==> config.mk <==
export PLATFORM = sky130hd
export DESIGN_NAME = config_frame_sequencer
export DESIGN_NICKNAME = d
export VERILOG_FILES = /design/src/rtl/config_seq_pkg.sv /design/src/rtl/frame_strobe_decoder.sv /design/src/rtl/config_frame_sequencer.sv
export SDC_FILE = /design/constraint.sdc
export NUM_CORES = 1
export LEC_CHECK = 0
export ABC_AREA = 1
export BUFFER_PORTS_ARGS = -buffer_cell sky130_fd_sc_hd__buf_2
export CORE_MARGIN = 3
export CORE_UTILIZATION = 50
export CTS_CLUSTER_SIZE = 25
export DETAILED_ROUTE_END_ITERATION = 8
export PLACE_DENSITY_LB_ADDON = 0.08
export SYNTH_ARGS = -nofsm -noshare
export SYNTH_HDL_FRONTEND = slang
export SYNTH_SLANG_ARGS = --single-unit
export TNS_END_PERCENT = 5
==> constraint.sdc <==
create_clock -name CLK -period 1.54 [get_ports CLK]
set_input_delay 0.154 -clock CLK [delete_from_list [all_inputs] [get_ports CLK]]
set_output_delay 0.154 -clock CLK [all_outputs]
set_load 0.02 [all_outputs]
==> src/rtl/config_seq_pkg.sv <==
// Shared definitions for the configuration frame sequencer: controller state
// encoding, bitstream control words and the header field position.
package config_seq_pkg;

  typedef enum logic [2:0] {
    ST_IDLE   = 3'd0,
    ST_HEADER = 3'd1,
    ST_DATA   = 3'd2,
    ST_SETTLE = 3'd3,
    ST_STROBE = 3'd4
  } cfg_state_e;

  localparam logic [31:0] SYNC_WORD   = 32'hFAB0_FAB1;
  localparam logic [31:0] DESYNC_WORD = 32'hFAB0_FAB0;

  // The frame index sits in the least significant bits of a header word.
  localparam int HDR_IDX_LSB = 0;

endpackage

==> src/rtl/frame_strobe_decoder.sv <==
// Registered frame-index to one-hot decoder. Produces a single-cycle commit
// pulse when enabled; an index with no matching frame yields all zeros.
module frame_strobe_decoder #(
  parameter int NumFrames = 20,
  parameter int IdxW      = 5
) (
  input  logic                 clk,
  input  logic                 rst_n,
  input  logic                 en,
  input  logic [IdxW-1:0]      idx,
  output logic [NumFrames-1:0] strobe
);

  logic [NumFrames-1:0] strobe_d;
  logic [NumFrames-1:0] strobe_q;

  // Decode the index; out-of-range indices match no bit.
  always_comb begin
    strobe_d = '0;
    for (int i = 0; i < NumFrames; i++) begin
      strobe_d[i] = en && (int'(idx) == i);
    end
  end

  // Register the pulse so the strobe is a clean flop output.
  always_ff @(posedge clk or negedge rst_n) begin
    if (!rst_n) strobe_q <= '0;
    else        strobe_q <= strobe_d;
  end

  assign strobe = strobe_q;

endmodule

==> src/rtl/config_frame_sequencer.sv <==
// Configuration-load controller for one fabric column. Hunts for the sync
// word, then for each frame takes a header (frame index) followed by one
// data word per row, pulses RowSelect per row and finally commits the frame
// with a one-hot FrameStrobe.
module config_frame_sequencer
  import config_seq_pkg::*;
#(
  parameter int FrameBitsPerRow  = 32,
  parameter int RowSelectWidth   = 5,
  parameter int NumberOfRows     = 10,
  parameter int MaxFramesPerCol  = 20,
  parameter int FrameSelectWidth = 5
) (
  input  logic                        CLK,
  input  logic                        resetn,
  input  logic [31:0]                 WriteData,
  input  logic                        WriteValid,
  output logic                        WriteReady,
  output logic [FrameBitsPerRow-1:0]  FrameData_O,
  output logic [RowSelectWidth-1:0]   RowSelect,
  output logic [MaxFramesPerCol-1:0]  FrameStrobe,
  output logic                        Busy,
  output logic                        ErrorFlag
);

  cfg_state_e                  state_d, state_q;
  logic                        write_ready_d, write_ready_q;
  logic [FrameBitsPerRow-1:0]  frame_data_d, frame_data_q;
  logic [RowSelectWidth-1:0]   row_sel_d, row_sel_q;
  logic [RowSelectWidth-1:0]   row_cnt_d, row_cnt_q;
  logic [FrameSelectWidth-1:0] frame_idx_d, frame_idx_q;
  logic                        frame_valid_d, frame_valid_q;
  logic                        busy_d, busy_q;
  logic                        error_d, error_q;
  logic                        accept;
  logic                        strobe_en;
  logic [FrameSelectWidth-1:0] hdr_idx;

  assign accept  = WriteValid && write_ready_q;
  assign hdr_idx = WriteData[HDR_IDX_LSB +: FrameSelectWidth];

  // Next-state and next-output logic; every output is derived from the
  // state being entered so it can be registered.
  always_comb begin
    state_d       = state_q;
    frame_data_d  = frame_data_q;
    row_sel_d     = '0;
    row_cnt_d     = row_cnt_q;
    frame_idx_d   = frame_idx_q;
    frame_valid_d = frame_valid_q;
    error_d       = error_q;
    case (state_q)
      ST_IDLE: begin
        if (accept && WriteData == SYNC_WORD) begin
          state_d = ST_HEADER;
          error_d = 1'b0;
        end
      end
      ST_HEADER: begin
        if (accept) begin
          if (WriteData == DESYNC_WORD) begin
            state_d = ST_IDLE;
          end else if (WriteData != SYNC_WORD) begin
            // A bad index still consumes the frame's rows but never commits.
            frame_idx_d   = hdr_idx;
            frame_valid_d = int'(hdr_idx) < MaxFramesPerCol;
            if (int'(hdr_idx) >= MaxFramesPerCol) error_d = 1'b1;
            row_cnt_d = RowSelectWidth'(1);
            state_d   = ST_DATA;
          end
        end
      end
      ST_DATA: begin
        // No sync detection here: every accepted word is row data.
        if (accept) begin
          frame_data_d = FrameBitsPerRow'(WriteData);
          row_sel_d    = row_cnt_q;
          row_cnt_d    = row_cnt_q + RowSelectWidth'(1);
          if (row_cnt_q == RowSelectWidth'(NumberOfRows)) state_d = ST_SETTLE;
        end
      end
      ST_SETTLE: state_d = ST_STROBE;
      ST_STROBE: state_d = ST_HEADER;
      default:   state_d = ST_IDLE;
    endcase
    write_ready_d = (state_d == ST_IDLE) || (state_d == ST_HEADER) ||
                    (state_d == ST_DATA);
    busy_d        = (state_d != ST_IDLE);
  end

  // Controller state and registered outputs.
  always_ff @(posedge CLK or negedge resetn) begin
    if (!resetn) begin
      state_q       <= ST_IDLE;
      write_ready_q <= 1'b1;
      frame_data_q  <= '0;
      row_sel_q     <= '0;
      row_cnt_q     <= '0;
      frame_idx_q   <= '0;
      frame_valid_q <= 1'b0;
      busy_q        <= 1'b0;
      error_q       <= 1'b0;
    end else begin
      state_q       <= state_d;
      write_ready_q <= write_ready_d;
      frame_data_q  <= frame_data_d;
      row_sel_q     <= row_sel_d;
      row_cnt_q     <= row_cnt_d;
      frame_idx_q   <= frame_idx_d;
      frame_valid_q <= frame_valid_d;
      busy_q        <= busy_d;
      error_q       <= error_d;
    end
  end

  // The strobe is loaded while leaving SETTLE so it is visible in STROBE.
  assign strobe_en = (state_q == ST_SETTLE) && frame_valid_q;

  frame_strobe_decoder #(
    .NumFrames (MaxFramesPerCol),
    .IdxW      (FrameSelectWidth)
  ) u_strobe_dec (
    .clk    (CLK),
    .rst_n  (resetn),
    .en     (strobe_en),
    .idx    (frame_idx_q),
    .strobe (FrameStrobe)
  );

  assign WriteReady  = write_ready_q;
  assign FrameData_O = frame_data_q;
  assign RowSelect   = row_sel_q;
  assign Busy        = busy_q;
  assign ErrorFlag   = error_q;

endmodule
==> out/summary.txt, run 1 <==
Placed Cells incl. Taps -> 502
Result of the run -> finished, final reports clean
Buffers on Ports -> 94
Root buf cell -> clkbuf_8
Max_cap viols -> 0
Die W -> 83.84 microns
Post-Route WL -> 6.370 mm
Starting Density -> 0.5337
Max-slew headroom -> 0.7193
Post-synth top cells -> nand2_1 (126), dfrtp_1 (73), nor2_1 (42)
Number of fill cells in the layout -> 491
Slowest-stage cell, CP -> dfrtp_1
Top_reg_cell synth -> dfrtp_1
Number of global-route vias before repair -> 2,408
DR pass1 iterations -> 4
Critical Path AT -> 1.64 ns
Area Overhead vs Synth -> 26.77%
Reg2reg setup slack -> 0.12 ns
DR WL/cell -> 12.23 microns
Clk pin slew, worst setup/hold paths -> 0.08 ns
CP Max Fanout -> 40
Clock Skews -> 0.008545 ns
Worst-case reg-to-reg path depth -> 7
FP Rows -> 27
Number of synthesized flops with an enable pin -> 0
Final Hold Viols -> 0
GR Overflow Total -> 0
Top cell type's share of synthesized area -> 0.6031
Crit Reg-Reg Startpoint -> state_q[0]
Power per cell area -> 1758 nW/um^2
DRC errors left -> 0
Finished Core Util -> 0.6766
Most frequent cell after synthesis -> nand2_1
CP Capture Type -> flip-flop
Yosys cell types -> 28
Most used cell, CP -> inv_2
Via count -> 2,459
Tot GR Track Use -> 0.1939
FF-to-FF End -> FrameData_O[4]
TNS Setup -> 0 ns
Async set-reset flop share out of synthesis -> 1.000
Synth Register Bits -> 74
Reg power frac -> 0.425
Net count after synthesis -> 374
Finished Layout Cells -> 521
Fin. max-slew vios -> 0
Peak Freq -> 0.7027 GHz
CTS tree -> done
GPL Wtd Cong -> 0.8118
Maximum vdd drop -> 0.001190 V
CP endpoint -> FrameData_O[4]
Clk pwr share -> 0.226
Core box area -> 5675 sq um
DP Worst Slack -> 0.003080 ns
Worst skew pair latency -> 0.34 ns
Min cycle time layout -> 1.423 ns
Yosys top cell by area -> dfrtp_1
# setup viols final -> 0
Delay of the slowest cell on the worst path -> 0.43 ns
Sequential share of the synthesized area -> 0.6117
Nets -> 481
Die area -> 7028 sq um
Die Y -> 83.84 microns
H-tree levels -> 3
Worst slew pin tran -> 0.4211 ns
Seq. cell area -> 1853 sq um
Clk buf depth -> 2
Area of the multi-input gates -> 1005 sq um
Worst-path cell chain -> inv_2, nand3_4, nor2_4, inv_2, buf_12, nand2_1, o21ai_0
Layout cell share with drive strength beyond 1 -> 0.2984
Clk sinks -> 74
Post-Syn Instances -> 337
CTS buffer count -> 9
P_leak -> 0.002169 uW
Sw frac -> 0.3890
WP data required -> 1.76 ns
Dpl hpwl -> 4.676 mm
Vias per cell -> 4.720
RSZ-0062 raised after global routing -> no
Pin count of the biggest net entering global routing -> 43
First-pass GRT wire length -> 10.85 mm
Mean area per synthesized cell -> 8.989 sq um
Final period util -> 0.9241
CP startpoint -> state_q[0]
Synth warn -> 0
Antenna cell count -> 0
Combinational share of power -> 0.349
Switch Pwr -> 2627 uW
Setup Crit Path Kind -> flip-flop to flip-flop
DRT iter0 DRCs -> 116
Fin area -> 3840 sq um
Pint -> 4125 uW
Ports -> 95
Post-DP Area -> 3607 sq um
HP Class -> primary input to flip-flop
Mapped Area -> 3029 sq um
Initial antenna violation count -> 0
Setup WS post-layout -> 0.1169 ns
Critical Path Start Type -> flip-flop
Antenna Nets Post-Route -> 0
Synth top area cells -> dfrtp_1 (60%), nand2_1 (16%), nor2_1 (5.2%)
[kinds of logic after synthesis]
group,synth area share
compound gates,0.04626
xor+xnor,0.008676
fa+ha+maj,0.008260
buf+inv,0.05782
flops,0.6117
simple gates,0.2672
[how the worst min path moves through the flow]
stage	start	end	slack, ns	cells after the start
finish	WriteData[29]	FrameData_O[29]	0.02	3
global route	WriteData[23]	FrameData_O[23]	0.03	3
CTS	WriteData[29]	FrameData_O[29]	0.01	3
detailed placement	resetn	u_strobe_dec.strobe[9]	0.12	1
global placement	resetn	u_strobe_dec.strobe[5]	0.12	1
floorplan	resetn	Busy	-0.14	0
[worst max-delay path, delay by kind of cell (launching register included)]
| family | cells | cell delay [ns] |
|---|---|---|
| DFF | 1 | 0.43 |
| buffers and inverters | 3 | 0.42 |
| and+or+nand+nor | 3 | 0.38 |
| AOI/OAI and AO/OA | 1 | 0.07 |
[power groups by stage]
| stage | logic [uW] | registers [uW] | clock network (uW) |
|---|---|---|---|
| floorplan | 918 | 3480 | 0 |
| global placement | 2310 | 2890 | 0 |
| detailed placement | 2350 | 2890 | 0 |
| CTS | 2360 | 2870 | 1550 |
| global route | 2640 | 2960 | 1630 |
| finish | 2350 | 2870 | 1530 |
[flip-flops by register name, indices dropped and copies added, names as in the netlist]
register,count
state_q,3
RowSelect,5
ErrorFlag,1
u_strobe_dec.strobe,20
Busy,1
frame_idx_q,5
WriteReady,1
frame_valid_q,1
FrameData_O,32
row_cnt_q,5
[stage by stage]
stage,hold WS (ns),power (uW)
after floorplan,-0.1416,4402
after CTS,0.01247,6774
after global placement,0.1232,5199
final,0.02424,6752
after global routing,0.03188,7227
after detailed placement,0.1240,5241
[cell usage in the layout (no fill, tap or decap), types with 2 or more instances in the layout]
cell          n
a21oi_1       2
buf_12        2
buf_2        93
buf_4         8
clkbuf_8     10
clkinvlp_4    2
dfrtp_1      73
ha_1          2
inv_1        26
inv_2         4
nand2_1     126
nand2_2       3
nand3_1       6
nand4_1       4
nor2_1       42
nor2_2        2
nor2_4        2
nor4_1        4
o21ai_0      13
o21ai_1       9
xor2_1        2
[area by class of cell]
cell class              count  share of cell area
well taps                  72             0.02346
clock inverters             5             0.01629
flip-flops and latches     74              0.4826
inverters                  30             0.02933
clock buffers              11             0.03682
repair buffers            104              0.1499
multi-input cells         225              0.2616
[per-layer routing]
layer  global-route usage  up-vias  routed length, microns
li1                     -     1257                       -
met2               0.2957       77                    2805
met4              0.07018        0                      62
met1               0.2568     1121                    2986
met5                    0        -                       0
met3              0.06811        4                     516
[what timing repair did]
action                                  in CTS  in global routing
endpoints found under the hold margin       31                  0
buffers inserted                             0                  2
gates resized for setup                      0                  8
endpoints found under the setup margin       0                 16
hold buffers                                 1                  0
No activity file was read; power rests on OpenSTA's default activity.
==> inputs of run 2 (changes only) <==
==> constraint.sdc (replaced) <==
create_clock -name CLK -period 1.54 [get_ports CLK]
set_input_delay 0.462 -clock CLK [delete_from_list [all_inputs] [get_ports CLK]]
set_output_delay 0.462 -clock CLK [all_outputs]
set_load 0.02 [all_outputs]
==> out/summary.txt, run 2 (same netlist as run 1, synthesis figures left out) <==
GR peak layer -> met2
Placed Cells incl. Taps -> 513 (+2.2%)
FP Rows -> 27 (unchanged)
WP data required -> 1.08 ns (-0.68 ns)
TNS Setup -> 0 ns (unchanged)
Area of the multi-input gates -> 1005 sq um (unchanged)
Maximum vdd drop -> 0.001111 V (-6.6%)
DR pass1 iterations -> 4 (unchanged)
HP Class -> primary input to asynchronous set/reset pin
Finished Layout Cells -> 528 (+1.3%)
Met2 GRT Util -> 0.2965 (+0.0007231)
Pin count of the biggest net entering global routing -> 75 (+74%)
Dpl hpwl -> 4.612 mm (-1.4%)
Area Overhead vs Synth -> 28.75%
First-pass GRT wire length -> 11.03 mm (+1.7%)
Die W -> 83.84 microns (unchanged)
Result of the run -> finished, final reports clean
Worst skew pair latency -> 0.33 ns (about the same)
DP Worst Slack -> -0.1665 ns (-0.1696 ns)
DRT iter0 DRCs -> 104 (-10%)
P_leak -> 0.002200 uW (+1.4%)
Cell family with most CP delay -> flip-flops
DR WL/cell -> 11.85 microns (-3.1%)
Critical Path AT -> 1.01 ns (-0.63 ns)
Number of global-route vias before repair -> 2,419 (+0.46%)
Starting Density -> 0.5337 (unchanged)
Die Y -> 83.84 microns (unchanged)
Min cycle time layout -> 1.471 ns (+0.04769 ns)
Antenna Nets Post-Route -> 0 (unchanged)
CP Max Fanout -> 2 (-95%)
Worst slew pin tran -> 0.3805 ns (-0.04056 ns)
Fin. max-slew vios -> 0 (unchanged)
GR met3 Demand/Resource -> 0.06811 (unchanged)
Clk sinks -> 74 (unchanged)
Clk pin slew, worst setup/hold paths -> 0.07 ns (about the same)
Final Hold Viols -> 0 (unchanged)
DRC errors left -> 0 (unchanged)
CTS tree -> done
RSZ-0062 raised after global routing -> no
Die area -> 7028 sq um (unchanged)
GR Overflow Total -> 0 (unchanged)
Via count -> 2,445 (-0.57%)
Slowest-stage cell, CP -> dfstp_2
Vias per cell -> 4.631 (-1.9%)
H-tree levels -> 3 (unchanged)
CP bufs+invs -> 1 (-2)
Post-CTS Setup Repair Bufs -> 0 (unchanged)
Met1 usage -> 0.2651 (+0.008265)
Total power -> 6683 uW (-1.0%)
Worst-path cell chain -> buf_2
Post-Route WL -> 6.258 mm (-1.8%)
Power per cell area -> 1714 nW/um^2 (-2.6%)
Commonest cells after routing, fill and taps aside -> nand2_1 (126), buf_2 (93), dfrtp_1 (73)
Setup Crit Path Kind -> flip-flop to output pin
Antenna cell count -> 0 (unchanged)
Setup WS post-layout -> 0.06921 ns (-0.04769 ns)
Peak Freq -> 0.6799 GHz (-3.2%)
Final period util -> 0.9551 (+0.03097)
Root buf cell -> clkbuf_8
GPL Wtd Cong -> 0.8377 (+3.2%)
CP Capture Type -> output pin
Initial antenna violation count -> 0 (unchanged)
Ports -> 95 (unchanged)
# setup viols final -> 0 (unchanged)
Tot GR Track Use -> 0.1957 (+0.001840)
Max-slew headroom -> 0.7463 (+0.02704)
Critical Path Start Type -> flip-flop
Layout cell share with drive strength beyond 1 -> 0.3092 (+0.01077)
Seq. cell area -> 1853 sq um (unchanged)
Nets -> 489 (+1.7%)
Core box area -> 5675 sq um (unchanged)
Max reg flops -> 32 (unchanged)
Commonest non-fill, non-tap cell in the layout -> nand2_1
Clock Skews -> 0.007272 ns (-0.001273 ns)
Post-CTS Hold Buffers -> 0 (-1)
CTS buffer count -> 9 (unchanged)
Clk buf depth -> 2 (unchanged)
Max_cap viols -> 0 (unchanged)
Delay of the slowest cell on the worst path -> 0.53 ns (+0.10 ns)
Finished Core Util -> 0.6872 (+0.01058)
Buffers on Ports -> 94 (unchanged)
Number of fill cells in the layout -> 475 (-3.3%)
run 2: cell types whose count changed in the layout (fill, tap and decap cells not counted), sizes merged:
cell	previous run	this run
clkinv	1	0
inv	31	30
buf	103	112
dlygate4sd3	1	0
clkinvlp	2	3
run 2: worst paths after layout:
check / depth (start not counted) / to / start / slack [ns]
setup / recovery: 1 / WriteReady / WriteReady / 0.07
hold / removal: 2 / u_strobe_dec.strobe[11] / resetn / 0.13
setup reg to reg: 7 / FrameData_O[17] / WriteReady / 0.10
hold reg to reg: 2 / FrameData_O[23] / FrameData_O[23] / 0.47
max in group asynchronous: 2 / WriteReady / resetn / 1.07
min in group CLK: 3 / FrameData_O[13] / WriteData[13] / 0.34
run 2: power by group:
group	switching [uW]	internal, uW
registers	368	2520
clock network	673	784
logic	1540	795
total	2580	4100
run 2: worst reg2reg max path, cell delays in order, from the launching register on:
cell and delay, ns:
dfstp_2 0.53, nand2_1 0.08, buf_4 0.16, nor2_4 0.14, inv_2 0.08, buf_12 0.17
nand2_1 0.09, o21ai_0 0.08
run 2: area by class of cell:
| cell class | instances | share of cell area |
|---|---|---|
| Clock buffer | 11 | 0.03625 |
| Clock inverter | 4 | 0.01347 |
| Inverter | 30 | 0.02887 |
| Multi-Input combinational cell | 225 | 0.2576 |
| Sequential cell | 74 | 0.4751 |
| Tap cell | 72 | 0.02310 |
| Timing Repair Buffer | 112 | 0.1655 |
run 2: metrics by stage:
stage | instance area [sq um] | hold slack [ns]
finish | 3900 | 0.1255
global route | 3900 | 0.1403
CTS | 3896 | 0.1378
detailed placement | 3702 | 0.4535
global placement | 3702 | 0.4495
floorplan | 3029 | 0.1664
run 2: repair_timing:
item	4_1_cts	5_1_grt
endpoints found under the hold margin	0	0
gates resized for setup	0	4
setup endpoints to repair	0	25
run 2: per-layer routing:
metal	vias up	share of wire
li1	1271	-
met1	1083	0.46
met2	85	0.44
met3	6	0.086
met4	0	0.010
met5	-	0
==> inputs of run 3 (changes only) <==
Settings changed: BUFFER_PORTS_ARGS -buffer_cell sky130_fd_sc_hd__buf_2 to -buffer_cell sky130_fd_sc_hd__clkbuf_2.
==> out/summary.txt, run 3 (same netlist as run 1, synthesis figures left out) <==
Clk buf depth -> 2 (unchanged)
CP startpoint -> WriteReady
Root buf cell -> clkbuf_8
Clk pin slew, worst setup/hold paths -> 0.08 ns (about the same)
WP data required -> 1.08 ns (about the same)
Core box area -> 5675 sq um (unchanged)
Slowest-stage cell, CP -> dfstp_2
WHS -> 0.1171 ns (-0.008371 ns)
DR WL/cell -> 12.03 microns (+1.5%)
Cell family with most CP delay -> flip-flops
FP Rows -> 27 (unchanged)
Number of global-route vias before repair -> 2,505 (+3.6%)
Final period util -> 0.9731 (+0.01806)
Min cycle time layout -> 1.499 ns (+0.02782 ns)
CP Max Fanout -> 2 (unchanged)
Commonest non-fill, non-tap cell in the layout -> nand2_1
Initial antenna violation count -> 0 (unchanged)
Via count -> 2,522 (+3.1%)
Critical Path AT -> 1.04 ns (+0.03 ns)
Starting Density -> 0.5337 (unchanged)
Max_cap viols -> 0 (unchanged)
First-pass GRT wire length -> 11.05 mm (+0.24%)
Buffers on Ports -> 94 (unchanged)
Ports -> 95 (unchanged)
CP Capture Type -> output pin
P_leak -> 0.002222 uW (+0.99%)
HP Class -> primary input to asynchronous set/reset pin
Result of the run -> finished, final reports clean
DRC errors left -> 0 (unchanged)
CP bufs+invs -> 1 (unchanged)
Power per cell area -> 1775 nW/um^2 (+3.6%)
Max reg flops -> 32 (unchanged)
Reg2reg setup slack -> 0.08 ns (-0.02 ns)
Vias per cell -> 4.750 (+2.6%)
Max-slew headroom -> 0.7502 (+0.003870)
Final Hold Viols -> 0 (unchanged)
GR Overflow Total -> 0 (unchanged)
Clock Skews -> 0.01035 ns (+0.003076 ns)
Post-cts resize count -> 0 (unchanged)
Crit Reg-Reg Startpoint -> state_q[1]
Fin. max-slew vios -> 0 (unchanged)
Die area -> 7028 sq um (unchanged)
Dpl hpwl -> 4.619 mm (+0.15%)
Tot GR Track Use -> 0.1955 (-0.0002429)
Die W -> 83.84 microns (unchanged)
Worst skew pair latency -> 0.35 ns (+0.02 ns)
Worst-case reg-to-reg path depth -> 6 (-1)
Commonest cells after routing, fill and taps aside -> nand2_1 (125), clkbuf_2 (93), dfrtp_1 (73)
# setup viols final -> 0 (unchanged)
CTS tree -> done
Worst-path cell chain -> clkbuf_2
Nets -> 491 (+0.41%)
Antenna cell count -> 0 (unchanged)
RSZ-0062 raised after global routing -> yes
Worst slew pin tran -> 0.3747 ns (-0.005805 ns)
Finished Core Util -> 0.7000 (+0.01279)
Pin count of the biggest net entering global routing -> 75 (unchanged)
GPL Wtd Cong -> 0.8522 (+1.7%)
Finished Layout Cells -> 531 (+0.57%)
Post-CTS Hold Buffers -> 0 (unchanged)
Clk sinks -> 74 (unchanged)
Post-CTS Setup Repair Bufs -> 0 (unchanged)
FF-to-FF End -> FrameData_O[16]
Layout cell share with drive strength beyond 1 -> 0.3159 (+0.006694)
DR pass1 iterations -> 4 (unchanged)
Maximum vdd drop -> 0.001016 V (-8.5%)
H-tree levels -> 3 (unchanged)
Setup Crit Path Kind -> flip-flop to output pin
Die Y -> 83.84 microns (unchanged)
Area Overhead vs Synth -> 31.14%
CTS buffer count -> 9 (unchanged)
Placed Cells incl. Taps -> 515 (+0.39%)
Antenna Nets Post-Route -> 0 (unchanged)
Delay of the slowest cell on the worst path -> 0.53 ns (about the same)
Post-Route WL -> 6.387 mm (+2.1%)
Critical Path Start Type -> flip-flop
DRT iter0 DRCs -> 119 (+14%)
Peak Freq -> 0.6673 GHz (-1.9%)
-- run 3: cell types whose count changed in the layout (fill, tap and decap cells not counted), moves of 2 or more --
cell / change
buf_2: -93
buf_4: +2
bufinv_16: +2
clkbuf_2: +93
clkinv_4: +2
clkinvlp_4: -2
-- run 3: how the worst max path moves through the flow --
stage,endpoint,cells past startpoint
final,WriteReady,1
after global routing,u_strobe_dec.strobe[5],7
after CTS,WriteReady,1
after detailed placement,row_cnt_q[1],12
after global placement,ErrorFlag,11
after floorplan,Busy,9
-- run 3: layer usage --
| metal | GRT usage | part of all wire | routed length (microns) |
|---|---|---|---|
| met1 | 0.2534 | 0.45 | 2861 |
| met2 | 0.3030 | 0.45 | 2884 |
| met3 | 0.07404 | 0.086 | 549 |
| met5 | 0 | 0 | 0 |
| met4 | 0.06579 | 0.014 | 91 |
-- run 3: where the power goes --
group | switching, uW | internal, uW | total [uW]
clock | 714 | 1080 | 1800
sequential | 390 | 2520 | 2910
combinational | 1550 | 798 | 2340
-- run 3: cell type report --
cell class,instances,area (sq um)
Clock buffer,10,127.6
Sequential cell,74,1853
Fill cell,477,1703
Tap cell,72,90.09
Multi-Input combinational cell,225,1013
Clock inverter,6,115.1
Inverter,30,112.6
Timing Repair Buffer,114,660.6
-- run 3: per-stage QoR --
| step | setup WS [ns] | total power [uW] | area (sq um) | setup TNS, ns |
|---|---|---|---|---|
| after CTS | 0.03113 | 7094 | 3960 | 0 |
| after detailed placement | -0.1439 | 5289 | 3717 | -1.356 |
| after global placement | -0.08261 | 5241 | 3717 | -0.8227 |
| after floorplan | 0.1181 | 4402 | 3029 | 0 |
| final | 0.04139 | 7052 | 3973 | 0 |
| after global routing | -0.04493 | 7511 | 3973 | -0.08660 |
